File: src/rtl/sensor_packet_tx.sv
// Sensor link transmitter: snapshots sensor, fault and actuator state and sends it
// as an 8-byte packet {AA, temp, hum, light, soil, fault, act, csum} over UART 8N1.
module sensor_packet_tx #(
  parameter int unsigned CLKS_PER_BIT = 32'd868,
  parameter int unsigned AUTO_PERIOD  = 32'd0
) (
  input  logic       clk,
  input  logic       rst,
  input  logic [1:0] sensor_temp,
  input  logic [1:0] sensor_humidity,
  input  logic [1:0] sensor_light,
  input  logic [1:0] sensor_soil,
  input  logic [7:0] fault_flags,
  input  logic [7:0] actuator_status,
  input  logic       send_req,
  output logic       uart_tx,
  output logic       busy,
  output logic       pkt_done,
  output logic [7:0] pkt_count
);

  localparam int unsigned CNT_W = (CLKS_PER_BIT > 32'd1) ? $clog2(CLKS_PER_BIT) : 32'd1;
  localparam int unsigned AP    = (AUTO_PERIOD > 32'd0) ? AUTO_PERIOD : 32'd1;
  localparam int unsigned TMR_W = (AP > 32'd1) ? $clog2(AP) : 32'd1;
  localparam logic [CNT_W-1:0] CNT_LAST = CNT_W'(CLKS_PER_BIT - 32'd1);
  localparam logic [TMR_W-1:0] TMR_LAST = TMR_W'(AP - 32'd1);
  localparam logic             AUTO_EN  = (AUTO_PERIOD != 32'd0);

  typedef enum logic [1:0] {
    IDLE  = 2'd0,
    START = 2'd1,
    DATA  = 2'd2,
    STOP  = 2'd3
  } state_t;

  function automatic logic [7:0] calc_csum(input logic [1:0] t, input logic [1:0] h,
                                           input logic [1:0] l, input logic [1:0] s,
                                           input logic [7:0] f, input logic [7:0] a);
    calc_csum = {6'd0, t} + {6'd0, h} + {6'd0, l} + {6'd0, s} + f + a;
  endfunction

  state_t           state_r, state_nxt_s;
  logic [CNT_W-1:0] cnt_r, cnt_nxt_s;
  logic [2:0]       bit_idx_r, bit_idx_nxt_s;
  logic [2:0]       byte_idx_r, byte_idx_nxt_s;
  logic             pending_r, pending_nxt_s;
  logic [TMR_W-1:0] timer_r;
  logic [1:0]       temp_r, hum_r, light_r, soil_r;
  logic [7:0]       fault_r, act_r, csum_r;
  logic             uart_tx_r, busy_r, pkt_done_r;
  logic [7:0]       pkt_count_r;
  logic             trig_s, bit_end_s, load_s, done_s, tx_bit_s;
  logic [7:0]       cur_byte_s;

  assign trig_s    = send_req | (AUTO_EN & (timer_r == TMR_LAST));
  assign bit_end_s = (cnt_r == CNT_LAST);

  // Free-running period timer for automatic sends
  always_ff @(posedge clk) begin
    if (rst) begin
      timer_r <= '0;
    end else if (timer_r == TMR_LAST) begin
      timer_r <= '0;
    end else begin
      timer_r <= timer_r + TMR_W'(1);
    end
  end

  // Next-state logic; a trigger while busy is remembered one deep
  always_comb begin
    state_nxt_s    = state_r;
    cnt_nxt_s      = cnt_r;
    bit_idx_nxt_s  = bit_idx_r;
    byte_idx_nxt_s = byte_idx_r;
    pending_nxt_s  = pending_r;
    load_s         = 1'b0;
    done_s         = 1'b0;
    if (state_r != IDLE && trig_s) begin
      pending_nxt_s = 1'b1;
    end else begin
      pending_nxt_s = pending_r;
    end
    case (state_r)
      IDLE: begin
        if (trig_s || pending_r) begin
          state_nxt_s    = START;
          cnt_nxt_s      = '0;
          bit_idx_nxt_s  = 3'd0;
          byte_idx_nxt_s = 3'd0;
          load_s         = 1'b1;
          pending_nxt_s  = 1'b0;
        end else begin
          state_nxt_s = IDLE;
        end
      end
      START: begin
        if (bit_end_s) begin
          cnt_nxt_s     = '0;
          bit_idx_nxt_s = 3'd0;
          state_nxt_s   = DATA;
        end else begin
          cnt_nxt_s = cnt_r + CNT_W'(1);
        end
      end
      DATA: begin
        if (bit_end_s) begin
          cnt_nxt_s = '0;
          if (bit_idx_r == 3'd7) begin
            state_nxt_s = STOP;
          end else begin
            bit_idx_nxt_s = bit_idx_r + 3'd1;
          end
        end else begin
          cnt_nxt_s = cnt_r + CNT_W'(1);
        end
      end
      STOP: begin
        if (bit_end_s) begin
          cnt_nxt_s = '0;
          if (byte_idx_r != 3'd7) begin
            byte_idx_nxt_s = byte_idx_r + 3'd1;
            state_nxt_s    = START;
          end else begin
            done_s = 1'b1;
            // Back-to-back restart keeps busy high with a fresh snapshot
            if (pending_r || trig_s) begin
              state_nxt_s    = START;
              byte_idx_nxt_s = 3'd0;
              load_s         = 1'b1;
              pending_nxt_s  = 1'b0;
            end else begin
              state_nxt_s = IDLE;
            end
          end
        end else begin
          cnt_nxt_s = cnt_r + CNT_W'(1);
        end
      end
      default: begin
        state_nxt_s = IDLE;
      end
    endcase
  end

  // FSM and bit/byte counters
  always_ff @(posedge clk) begin
    if (rst) begin
      state_r    <= IDLE;
      cnt_r      <= '0;
      bit_idx_r  <= 3'd0;
      byte_idx_r <= 3'd0;
      pending_r  <= 1'b0;
    end else begin
      state_r    <= state_nxt_s;
      cnt_r      <= cnt_nxt_s;
      bit_idx_r  <= bit_idx_nxt_s;
      byte_idx_r <= byte_idx_nxt_s;
      pending_r  <= pending_nxt_s;
    end
  end

  // Input snapshot taken at the accept edge
  always_ff @(posedge clk) begin
    if (rst) begin
      temp_r  <= 2'd0;
      hum_r   <= 2'd0;
      light_r <= 2'd0;
      soil_r  <= 2'd0;
      fault_r <= 8'd0;
      act_r   <= 8'd0;
      csum_r  <= 8'd0;
    end else if (load_s) begin
      temp_r  <= sensor_temp;
      hum_r   <= sensor_humidity;
      light_r <= sensor_light;
      soil_r  <= sensor_soil;
      fault_r <= fault_flags;
      act_r   <= actuator_status;
      csum_r  <= calc_csum(sensor_temp, sensor_humidity, sensor_light, sensor_soil,
                           fault_flags, actuator_status);
    end else begin
      csum_r <= csum_r;
    end
  end

  // Current byte and serial line level
  always_comb begin
    cur_byte_s = 8'hAA;
    tx_bit_s   = 1'b1;
    case (byte_idx_r)
      3'd0:    cur_byte_s = 8'hAA;
      3'd1:    cur_byte_s = {6'd0, temp_r};
      3'd2:    cur_byte_s = {6'd0, hum_r};
      3'd3:    cur_byte_s = {6'd0, light_r};
      3'd4:    cur_byte_s = {6'd0, soil_r};
      3'd5:    cur_byte_s = fault_r;
      3'd6:    cur_byte_s = act_r;
      3'd7:    cur_byte_s = csum_r;
      default: cur_byte_s = 8'hAA;
    endcase
    case (state_r)
      IDLE:    tx_bit_s = 1'b1;
      START:   tx_bit_s = 1'b0;
      DATA:    tx_bit_s = cur_byte_s[bit_idx_r];
      STOP:    tx_bit_s = 1'b1;
      default: tx_bit_s = 1'b1;
    endcase
  end

  // Registered outputs
  always_ff @(posedge clk) begin
    if (rst) begin
      uart_tx_r   <= 1'b1;
      busy_r      <= 1'b0;
      pkt_done_r  <= 1'b0;
      pkt_count_r <= 8'd0;
    end else begin
      uart_tx_r  <= tx_bit_s;
      busy_r     <= (state_r != IDLE);
      pkt_done_r <= done_s;
      if (done_s) begin
        pkt_count_r <= pkt_count_r + 8'd1;
      end else begin
        pkt_count_r <= pkt_count_r;
      end
    end
  end

  assign uart_tx   = uart_tx_r;
  assign busy      = busy_r;
  assign pkt_done  = pkt_done_r;
  assign pkt_count = pkt_count_r;

endmodule

File: config.mk
export PLATFORM = sky130hd
export DESIGN_NAME = sensor_packet_tx
export DESIGN_NICKNAME = d
export VERILOG_FILES = /design/src/rtl/sensor_packet_tx.sv
export SDC_FILE = /design/constraint.sdc
export NUM_CORES = 1
export LEC_CHECK = 0
export ABC_AREA = 1
export BUFFER_PORTS_ARGS = -buffer_cell sky130_fd_sc_hd__clkbuf_2
export CAP_MARGIN = 20
export CORE_MARGIN = 2
export CORE_UTILIZATION = 40
export DETAILED_ROUTE_END_ITERATION = 10
export PLACE_DENSITY = 0.6
export SETUP_SLACK_MARGIN = 0.5
export SYNTH_ARGS = -nofsm -noshare
export SYNTH_HDL_FRONTEND = slang
export SYNTH_SLANG_ARGS = --single-unit
File: constraint.sdc
create_clock -name clk -period 3.65 [get_ports clk]
set_input_delay 1.095 -clock clk [delete_from_list [all_inputs] [get_ports clk]]
set_output_delay 1.095 -clock clk [all_outputs]
set_load 0.05 [all_outputs]
==> impl_metrics.yaml, run 1 <==
power:
  intPower_mw: 1.513
  peakVddDrop_mv: 0.3388
  p_sw_share_pct: 40.36
  clkPwrFrac_pct: 23.1
  p_comb_share_pct: 42.0
  power_mw: 2.537
  p_sw_mw: 1.024
  powerDensity_mw_per_mm2: 550.3
  total_leakage_power_nw: 2.037
  p_seq_share_pct: 34.9
floorplanning:
  die_x_um: 103.0
  core_mm2: 0.009639
  die_h_um: 103.0
  ios: 38
  rows: 36
  initial_core_util_pct: 40.68
  dieArea_mm2: 0.01061
min_path:
  min_delay_worst_endpoint: "act_r[0]"
  hp-start: "act_r[0]"
  hp-class: "register to register"
  hold_depth: 2
final_layout:
  stdcell_count: 743
  drive_gt1_share_pct: 15.90
  syn_to_final_growth_pct: 17.58
  final_nets: 675
  final_util_pct: 47.83
  fin_area_mm2: 0.004611
  n_antenna_cell: 0
drt:
  dr_total_vias: 3714
  wl_per_cell_um: 13.22
  drt-pass1-iter-count: 4
  drt-total-wl_um: 9819
  drt-initial-drc-count: 173
  viasPerCell: 4.999
  drc_errors: 0
  ant_nets: 0
placed_design:
  numPortBuffers: 37
  hpwl_um: 7228
  post-place-ws_ns: -0.4133
  placed_area_mm2: 0.004305
  place_congestion: 0.8744
  place_inst: 725
synthesis:
  synth-simple-area-share_pct: 30.22
  muxShareOfSynthArea_pct: 0
  synth_edf_count: 0
  synth_area_leaders: "dfxtp_1 (32%), nand2_1 (12%), ha_1 (11%)"
  synth-compound-area-share_pct: 11.52
  synth_fa_ha_area_share_pct: 15.06
  synth_flop_cell: "dfxtp_1"
  synth_common_cells: "nand2_1 (125), nand3_1 (72), inv_1 (65)"
  ys_seq_area_share_pct: 31.65
  netlist_instances: 560
  ys_warn_count: 0
  synth_xor_area_share_pct: 2.457
  synth.most_common_cell: "nand2_1"
  synth-seq-cells: 62
  synth_largest_area_cell: "dfxtp_1"
  syn_nets: 630
  syn_area_mm2: 0.003921
  yosysUniqueCellTypes: 33
  synthArstFlopShare_pct: 0
  synth_top_area_share_pct: 31.65
  syn_avg_cell_area_um2: 7.002
  synth_top_family_by_area: "simple AND/OR/NAND/NOR gates"
timing:
  fin_crit_sh_pct: 99.89
  fmax_mhz: 274.3
  tightest_slew_ns: 0.6188
  whs_ns: 0.4633
  skew_ns: 0.01054
  rsz0062_at_grt: "yes"
  setup_ws_ns: 0.003921
  setup-tns-final_ns: 0
  setup_violations: 0
  final-max-slew-violation-count: 0
  layout_min_cycle_time_ns: 3.646
  slew_headroom_pct: 58.70
  hold_viol_final: 0
worst_setup_path:
  worstSetupPathType: "input port to register"
  cp.arrival_ns: 3.93
  worst-path-max-fanout: 2
  r2r-end: "act_r[7]"
  crit_path_end_kind: "register"
  r2r_cells: 8
  start_kind: "input port"
  reg2reg_slack_ns: 1.44
  reg2reg_from: "cnt_r[0]"
  required_ns: 3.93
cts:
  cts_inserted_buffers: 9
  cts.clk_slew.worst_paths_ns: 0.07
  ctsLongestPathBuffers: 2
  cts_tree: "done"
  cts-hold-fix-buffers: 0
  clock_latency_ns: 0.35
  htreeDepth: 3
  clockRootBuffer: "clkbuf_8"
  clock-sinks: 62
global_route:
  grt_pass1_wl_um: 16660
  grt_start_max_net_pins: 46
  antenna_found_initial: 0
  grt-ovfl-total: 0
  track_usage_pct: 20.13
  grt_pass1_vias: 3541
run_status:
  status: "finished clean"
job:
  max_cap_viol_count: 0
-- cells in the final DEF (no fill, tap or decap), types with 13 or more instances in the layout --
master,netlist,layout
a21oi_1,62,60
buf_4,3,15
clkbuf_2,0,33
dfxtp_1,62,62
ha_1,36,33
inv_1,65,58
nand2_1,125,125
nand3_1,72,69
nor2_1,45,44
nor3_1,13,13
-- how the worst max path moves through the flow --
stage                               start        end  slack, ns  cells after the start
after detailed placement   sensor_temp[1]  csum_r[7]      -0.41                     17
after global placement     sensor_temp[1]  csum_r[7]      -0.36                     17
after CTS                 sensor_light[1]  csum_r[7]      -0.01                     17
after global routing       sensor_temp[0]  csum_r[6]      -0.12                     15
final                      sensor_temp[0]  csum_r[6]      0.004                     15
after floorplan            sensor_temp[0]  csum_r[4]      -0.07                     15
-- power by group through the flow --
stage	Clock, mW	Sequential (mW)	Combinational, mW
3_5_place_dp	0	0.899	0.991
6_report	0.585	0.886	1.07
3_3_place_gp	0	0.899	0.985
2_1_floorplan	0	0.908	0.738
5_1_grt	0.625	0.902	1.22
4_1_cts	0.599	0.885	1.02
-- metal layers --
metal	wire length, µm	vias up	track usage, %
li1	-	1925	-
met5	0	-	0
met4	144	0	7.591
met3	412	14	3.797
met2	4457	69	31.02
met1	4805	1706	27.96
-- flip-flops by register name (all words and copies together) (netlist names) --
signal,cells
act_r,8
bit_idx_r,3
busy,1
byte_idx_r,3
cnt_r,10
csum_r,8
fault_r,8
hum_r,2
light_r,2
pending_r,1
pkt_count,8
pkt_done,1
soil_r,2
state_r,2
temp_r,2
uart_tx,1
-- kinds of logic (layout without fill, tap and decap cells) --
| group | count (synthesis) | in the layout |
|---|---|---|
| AOI/OAI and AO/OA | 85 | 85 |
| buffers and inverters | 88 | 138 |
| adders and majority gates | 43 | 43 |
| xor gates and xnor gates | 11 | 11 |
| and+or+nand+nor | 271 | 271 |
| DFF | 62 | 62 |
-- repair_timing --
action	in CTS	in global routing
gates resized for setup	10	16
pin swaps	11	7
gates cloned	0	0
endpoints found under the setup margin	7	7
buffers inserted	1	1
endpoints found under the hold margin	0	0
-- layout make-up --
type / count / area [µm²]
Inverter: 68 / 265.3
Clock inverter: 5 / 50.05
Multi-Input combinational cell: 410 / 2401
Fill cell: 1024 / 5029
Tap cell: 133 / 166.4
Sequential cell: 62 / 1241
Timing Repair Buffer: 54 / 355.3
Clock buffer: 11 / 131.4
-- worst max-delay path: stages --
cell,delay (ns)
buf_8,0.10
fa_1,0.54
inv_1,0.05
fa_1,0.49
fa_1,0.42
inv_2,0.08
ha_4,0.13
inv_2,0.04
fa_2,0.40
inv_2,0.07
nand4_1,0.08
o211ai_1,0.11
xor2_1,0.17
nor2_1,0.06
nor2_1,0.09
Note: power is estimated with default switching activity, not from simulation.
==> inputs of run 2 (changes only) <==
--- a/config.mk
+++ b/config.mk
@@ -7,11 +7,12 @@
 export LEC_CHECK = 0
 export ABC_AREA = 1
 export BUFFER_PORTS_ARGS = -buffer_cell sky130_fd_sc_hd__clkbuf_2
-export CAP_MARGIN = 20
+export CAP_MARGIN = 0
+export CORE_ASPECT_RATIO = 2
 export CORE_MARGIN = 2
 export CORE_UTILIZATION = 40
 export DETAILED_ROUTE_END_ITERATION = 10
-export PLACE_DENSITY = 0.6
+export PLACE_DENSITY = 0.58
 export SETUP_SLACK_MARGIN = 0.5
 export SYNTH_ARGS = -nofsm -noshare
 export SYNTH_HDL_FRONTEND = slang
==> constraint.sdc (replaced) <==
create_clock -name clk -period 3.5 [get_ports clk]
set_input_delay 1.05 -clock clk [delete_from_list [all_inputs] [get_ports clk]]
set_output_delay 1.05 -clock clk [all_outputs]
set_load 0.05 [all_outputs]
==> run 2 against run 1 <==
Effect of this change:
- the run now ends with setup timing left
- register-to-register slack got worse by 0.50 ns
- combinational power increased by 6%
- largest power group unchanged
- global-route usage increased by 2.9 points
- critical endpoint is now csum_r[3]
- final cell count increased by 0.27%
- largest cell class unchanged
==> impl_metrics.yaml, run 2 (synthesis gave the netlist of run 1 again) <==
cts:
  clock-sinks: 62
  cts_tree: "done"
  cts-hold-fix-buffers: 0
  clockRootBuffer: "clkbuf_16"
  clock_latency_ns: 0.34
  htreeDepth: 3
  cts_inserted_buffers: 9
  ctsLongestPathBuffers: 2
  cts.clk_slew.worst_paths_ns: 0.05
drt:
  dr_total_vias: 3895
  drc_errors: 0
  ant_nets: 0
  viasPerCell: 5.228
  drt-total-wl_um: 11400
  wl_per_cell_um: 15.30
  drt-pass1-iter-count: 5
  drt-initial-drc-count: 165
placed_design:
  placed_area_mm2: 0.004327
  post-place-ws_ns: -0.5342
  hpwl_um: 8633
  place_congestion: 0.9403
  numPortBuffers: 37
power:
  p_sw_share_pct: 39.20
  p_sw_mw: 1.162
  clkPwrFrac_pct: 30.3
  peakVddDrop_mv: 0.2982
  intPower_mw: 1.803
  p_comb_share_pct: 38.1
  p_seq_share_pct: 31.6
  powerDensity_mw_per_mm2: 626.2
  total_leakage_power_nw: 2.099
worst_setup_path:
  crit_path_start: "sensor_light[1]"
  required_ns: 3.72
  reg2reg_slack_ns: 0.94
  start_kind: "input port"
  reg2reg_from: "cnt_r[0]"
  crit_path_end_kind: "register"
  r2r_cells: 8
  cp.arrival_ns: 3.85
  worstSetupPathType: "input port to register"
  worst-path-max-fanout: 3
timing:
  slew_headroom_pct: 56.91
  hold_viol_final: 0
  final-max-slew-violation-count: 0
  setup_ws_ns: -0.1260
  fmax_mhz: 275.8
  rsz0062_at_grt: "yes"
  setup-tns-final_ns: -0.4740
  skew_ns: 0.006711
  tightest_slew_ns: 0.6457
  layout_min_cycle_time_ns: 3.626
  fin_crit_sh_pct: 103.6
  setup_violations: 6
job:
  max_cap_viol_count: 0
floorplanning:
  dieArea_mm2: 0.01066
  die_h_um: 144.0
  ios: 38
  die_x_um: 74.01
  initial_core_util_pct: 40.70
  rows: 51
  core_mm2: 0.009635
min_path:
  hold_depth: 2
  hp-start: "act_r[5]"
  hp-class: "register to register"
final_layout:
  layout_commonest_cell: "nand2_1"
  mostFrequentLayoutCells: "nand2_1 (123), nand3_1 (70), dfxtp_1 (62)"
  n_antenna_cell: 0
  syn_to_final_growth_pct: 20.77
  largest_reg_flops: 10
  final_nets: 678
  fin_area_mm2: 0.004736
  n_fill_cell: 1002
  drive_gt1_share_pct: 16.80
  largest-register: "cnt_r"
global_route:
  antenna_found_initial: 0
  grt_pass1_vias: 3859
  grt-ovfl-total: 0
  track_usage_pct: 22.98
  grt_pass1_wl_um: 18430
  grt_start_max_net_pins: 46
run_status:
  status: "finished, violations left"
  violations: "setup timing"
run 2: final timing paths:
kind | end
max | csum_r[3]
min | act_r[5]
max reg2reg | csum_r[6]
min reg2reg | act_r[5]
run 2: stage by stage:
step	hold slack, ns	power, mW	instances	util [%]
global placement	0.4527	1.987	727	44.90
floorplan	0.4390	1.717	560	-
finish	0.4609	2.965	745	49.15
global route	0.4727	3.159	745	49.15
detailed placement	0.4538	2.007	727	44.90
CTS	0.4624	2.921	743	48.24
run 2: metal layers:
metal  track usage, %  part of all wire, %  vias up
met5                0                    0        -
met2            41.73                   56      100
met1            21.88                   34     1801
met4            18.09                  6.9        0
li1                 -                    -     1942
met3            3.554                  2.8       52
run 2: timing repair:
item / CTS / global route
setup endpoints to repair: 7 / 8
buffers inserted: 0 / 2
resized for setup: 6 / 20
pin swaps: 5 / 13
endpoints found under the hold margin: 0 / 0
run 2: layout make-up:
type | count | area [µm²] | area share, %
multi-input combinational | 410 | 2387 | 50.41
inverter | 68 | 265.3 | 5.601
timing repair buffer | 57 | 377.9 | 7.979
clock buffer | 9 | 225.2 | 4.756
sequential | 62 | 1241 | 26.21
clock inverter | 7 | 73.82 | 1.559
tap | 132 | 165.2 | 3.487
run 2: worst max-delay path, cell delays in order:
cell,delay (ns)
buf_8,0.08
inv_4,0.03
fa_1,0.55
inv_2,0.05
fa_1,0.54
inv_2,0.04
fa_2,0.58
inv_2,0.06
ha_4,0.24
nand3_4,0.07
nand3_4,0.08
buf_4,0.15
xnor2_2,0.11
nand3_1,0.09
nand2_1,0.08
nor2_1,0.04
run 2: power by group through the flow:
stage | registers (mW) | clock network [mW] | logic [mW]
2_1_floorplan | 0.947 | 0 | 0.769
3_3_place_gp | 0.948 | 0 | 1.04
3_5_place_dp | 0.950 | 0 | 1.06
4_1_cts | 0.935 | 0.918 | 1.07
5_1_grt | 0.954 | 0.940 | 1.27
6_report | 0.937 | 0.897 | 1.13
==> inputs of run 3 (changes only) <==
--- a/config.mk
+++ b/config.mk
@@ -14,6 +14,7 @@
 export DETAILED_ROUTE_END_ITERATION = 10
 export PLACE_DENSITY = 0.58
 export SETUP_SLACK_MARGIN = 0.5
+export SKIP_CTS_REPAIR_TIMING = 1
 export SYNTH_ARGS = -nofsm -noshare
 export SYNTH_HDL_FRONTEND = slang
 export SYNTH_SLANG_ARGS = --single-unit
==> run 3 against run 2 <==
Effect of this change:
- the run still ends with setup timing left
- clock skew is 0.0015 ns higher
- clock power about the same
- sequential share of layout area up 0.097 points
- routed wire length down 0.63%
- combinational power about the same
- register-to-register slack about the same
- flip-flop and latch count did not move
- via count shrank 0.26%
- first-iteration DRC count decreased by 13%
- setup slack worse by 0.0011 ns
- hold slack about the same
- utilization shrank 0.18 points
==> impl_metrics.yaml, run 3 (synthesis gave the netlist of run 1 again) <==
run_status:
  status: "finished, violations left"
  violations: "setup timing"
cts:
  cts_tree: "done"
  clockRootBuffer: "clkbuf_16"
  clock-sinks: 62
  clock_latency_ns: 0.34
  htreeDepth: 3
  cts.clk_slew.worst_paths_ns: 0.05
  ctsLongestPathBuffers: 2
  cts_inserted_buffers: 9
final_layout:
  drive_gt1_share_pct: 16.80
  mostFrequentLayoutCells: "nand2_1 (123), nand3_1 (70), dfxtp_1 (62)"
  stdcell_count: 745
  final_nets: 678
  largest-register: "cnt_r"
  fin_area_mm2: 0.004718
  layout_commonest_cell: "nand2_1"
  multi_input_area_mm2: 0.002387
  n_fill_cell: 1005
  syn_to_final_growth_pct: 20.33
  n_antenna_cell: 0
  largest_reg_flops: 10
  seq_area_mm2: 0.001241
min_path:
  hp-class: "register to register"
  hold_depth: 2
  min_delay_worst_endpoint: "act_r[5]"
  hp-start: "act_r[5]"
timing:
  final-max-slew-violation-count: 0
  slew_headroom_pct: 57.89
  skew_ns: 0.008186
  hold_viol_final: 0
  layout_min_cycle_time_ns: 3.627
  setup_ws_ns: -0.1271
  fmax_mhz: 275.7
  setup_violations: 6
  tightest_slew_ns: 0.6310
  rsz0062_at_grt: "yes"
  fin_crit_sh_pct: 103.6
placed_design:
  numPortBuffers: 37
  place_congestion: 0.9403
  post-place-ws_ns: -0.5342
  placed_area_mm2: 0.004327
  hpwl_um: 8633
  place_inst: 727
floorplanning:
  die_h_um: 144.0
  core_mm2: 0.009635
  initial_core_util_pct: 40.70
  dieArea_mm2: 0.01066
  ios: 38
  die_x_um: 74.01
  rows: 51
worst_setup_path:
  r2r-end: "csum_r[6]"
  critPathSlowestCell: "fa_2"
  cp.arrival_ns: 3.85
  start_kind: "input port"
  worst-path-max-fanout: 3
  worstSetupPathType: "input port to register"
  required_ns: 3.72
  reg2reg_slack_ns: 0.94
  cpMostUsedCell: "inv_2"
  critPathMaxStageDelay_ns: 0.58
  worstPathCellList: "buf_8 > inv_4 > fa_1 > inv_2 > fa_1 > inv_2 > fa_2 > inv_2 > ha_4 > nand3_4 > nand3_4 > buf_4 > xnor2_2 > nand3_1 > nand2_1 > nor2_1"
  reg2reg_from: "cnt_r[0]"
  r2r_cells: 9
  crit_path_end_kind: "register"
drt:
  drt-initial-drc-count: 144
  wl_per_cell_um: 15.20
  dr_total_vias: 3885
  ant_nets: 0
  drt-total-wl_um: 11330
  drt-pass1-iter-count: 5
  drc_errors: 0
  viasPerCell: 5.215
power:
  p_sw_mw: 1.159
  p_seq_share_pct: 31.6
  total_leakage_power_nw: 2.090
  intPower_mw: 1.802
  clkPwrFrac_pct: 30.2
  power_mw: 2.961
  powerDensity_mw_per_mm2: 627.5
  p_sw_share_pct: 39.15
  p_comb_share_pct: 38.1
  peakVddDrop_mv: 0.2978
job:
  max_cap_viol_count: 0
global_route:
  grt_start_max_net_pins: 46
  grt_pass1_wl_um: 18390
  grt-ovfl-total: 0
  track_usage_pct: 22.94
  antenna_found_initial: 0
  grt_pass1_vias: 3856
run 3: cell types whose count changed in the layout (fill, tap and decap cells not counted):
cell / change
clkbuf_16: -1
buf_4: +1
run 3: worst max-delay path by stage:
| stage | endpoint | start | cells after the start |
|---|---|---|---|
| final | csum_r[3] | sensor_light[1] | 16 |
| after floorplan | csum_r[4] | sensor_temp[0] | 15 |
| after global routing | csum_r[3] | sensor_light[1] | 16 |
| after CTS | csum_r[7] | sensor_temp[1] | 17 |
| after global placement | csum_r[7] | sensor_temp[1] | 17 |
| after detailed placement | csum_r[7] | sensor_temp[1] | 17 |
run 3: metal layers:
metal  vias to the layer above  track usage, %  wire (µm)
met5                         -               0          0
met4                         0           18.09        812
met3                        53           3.554        298
met2                        95           41.68       6273
met1                      1794           21.79       3942
li1                       1943               -          -
run 3: critical path: cells and delay by family:
| kind | cells | cell delay, ns |
|---|---|---|
| buffers and inverters | 6 | 0.41 |
| XOR/XNOR | 1 | 0.11 |
| AND/OR/NAND/NOR | 5 | 0.37 |
| adder cells (fa/ha/maj) | 4 | 1.91 |
run 3: per-stage QoR:
step | utilization [%] | setup TNS [ns] | hold slack, ns
floorplan | - | -0.8204 | 0.4390
global placement | 44.90 | -2.827 | 0.4527
detailed placement | 44.90 | -3.167 | 0.4538
CTS | 48.01 | -0.7593 | 0.4624
global route | 48.97 | -1.136 | 0.4727
finish | 48.97 | -0.4499 | 0.4610
run 3: layout make-up:
cell class	instances	area share (%)
timing repair buffer	57	7.637
sequential	62	26.31
clock buffer	9	4.773
inverter	68	5.622
clock inverter	7	1.565
multi-input combinational	410	50.60
tap	132	3.500
run 3: power groups by stage:
| stage | Clock [mW] | Combinational (mW) | Sequential (mW) |
|---|---|---|---|
| after floorplan | 0 | 0.769 | 0.947 |
| after global placement | 0 | 1.04 | 0.948 |
| after detailed placement | 0 | 1.06 | 0.950 |
| after CTS | 0.918 | 1.06 | 0.935 |
| after global routing | 0.940 | 1.26 | 0.954 |
| final | 0.895 | 1.13 | 0.937 |
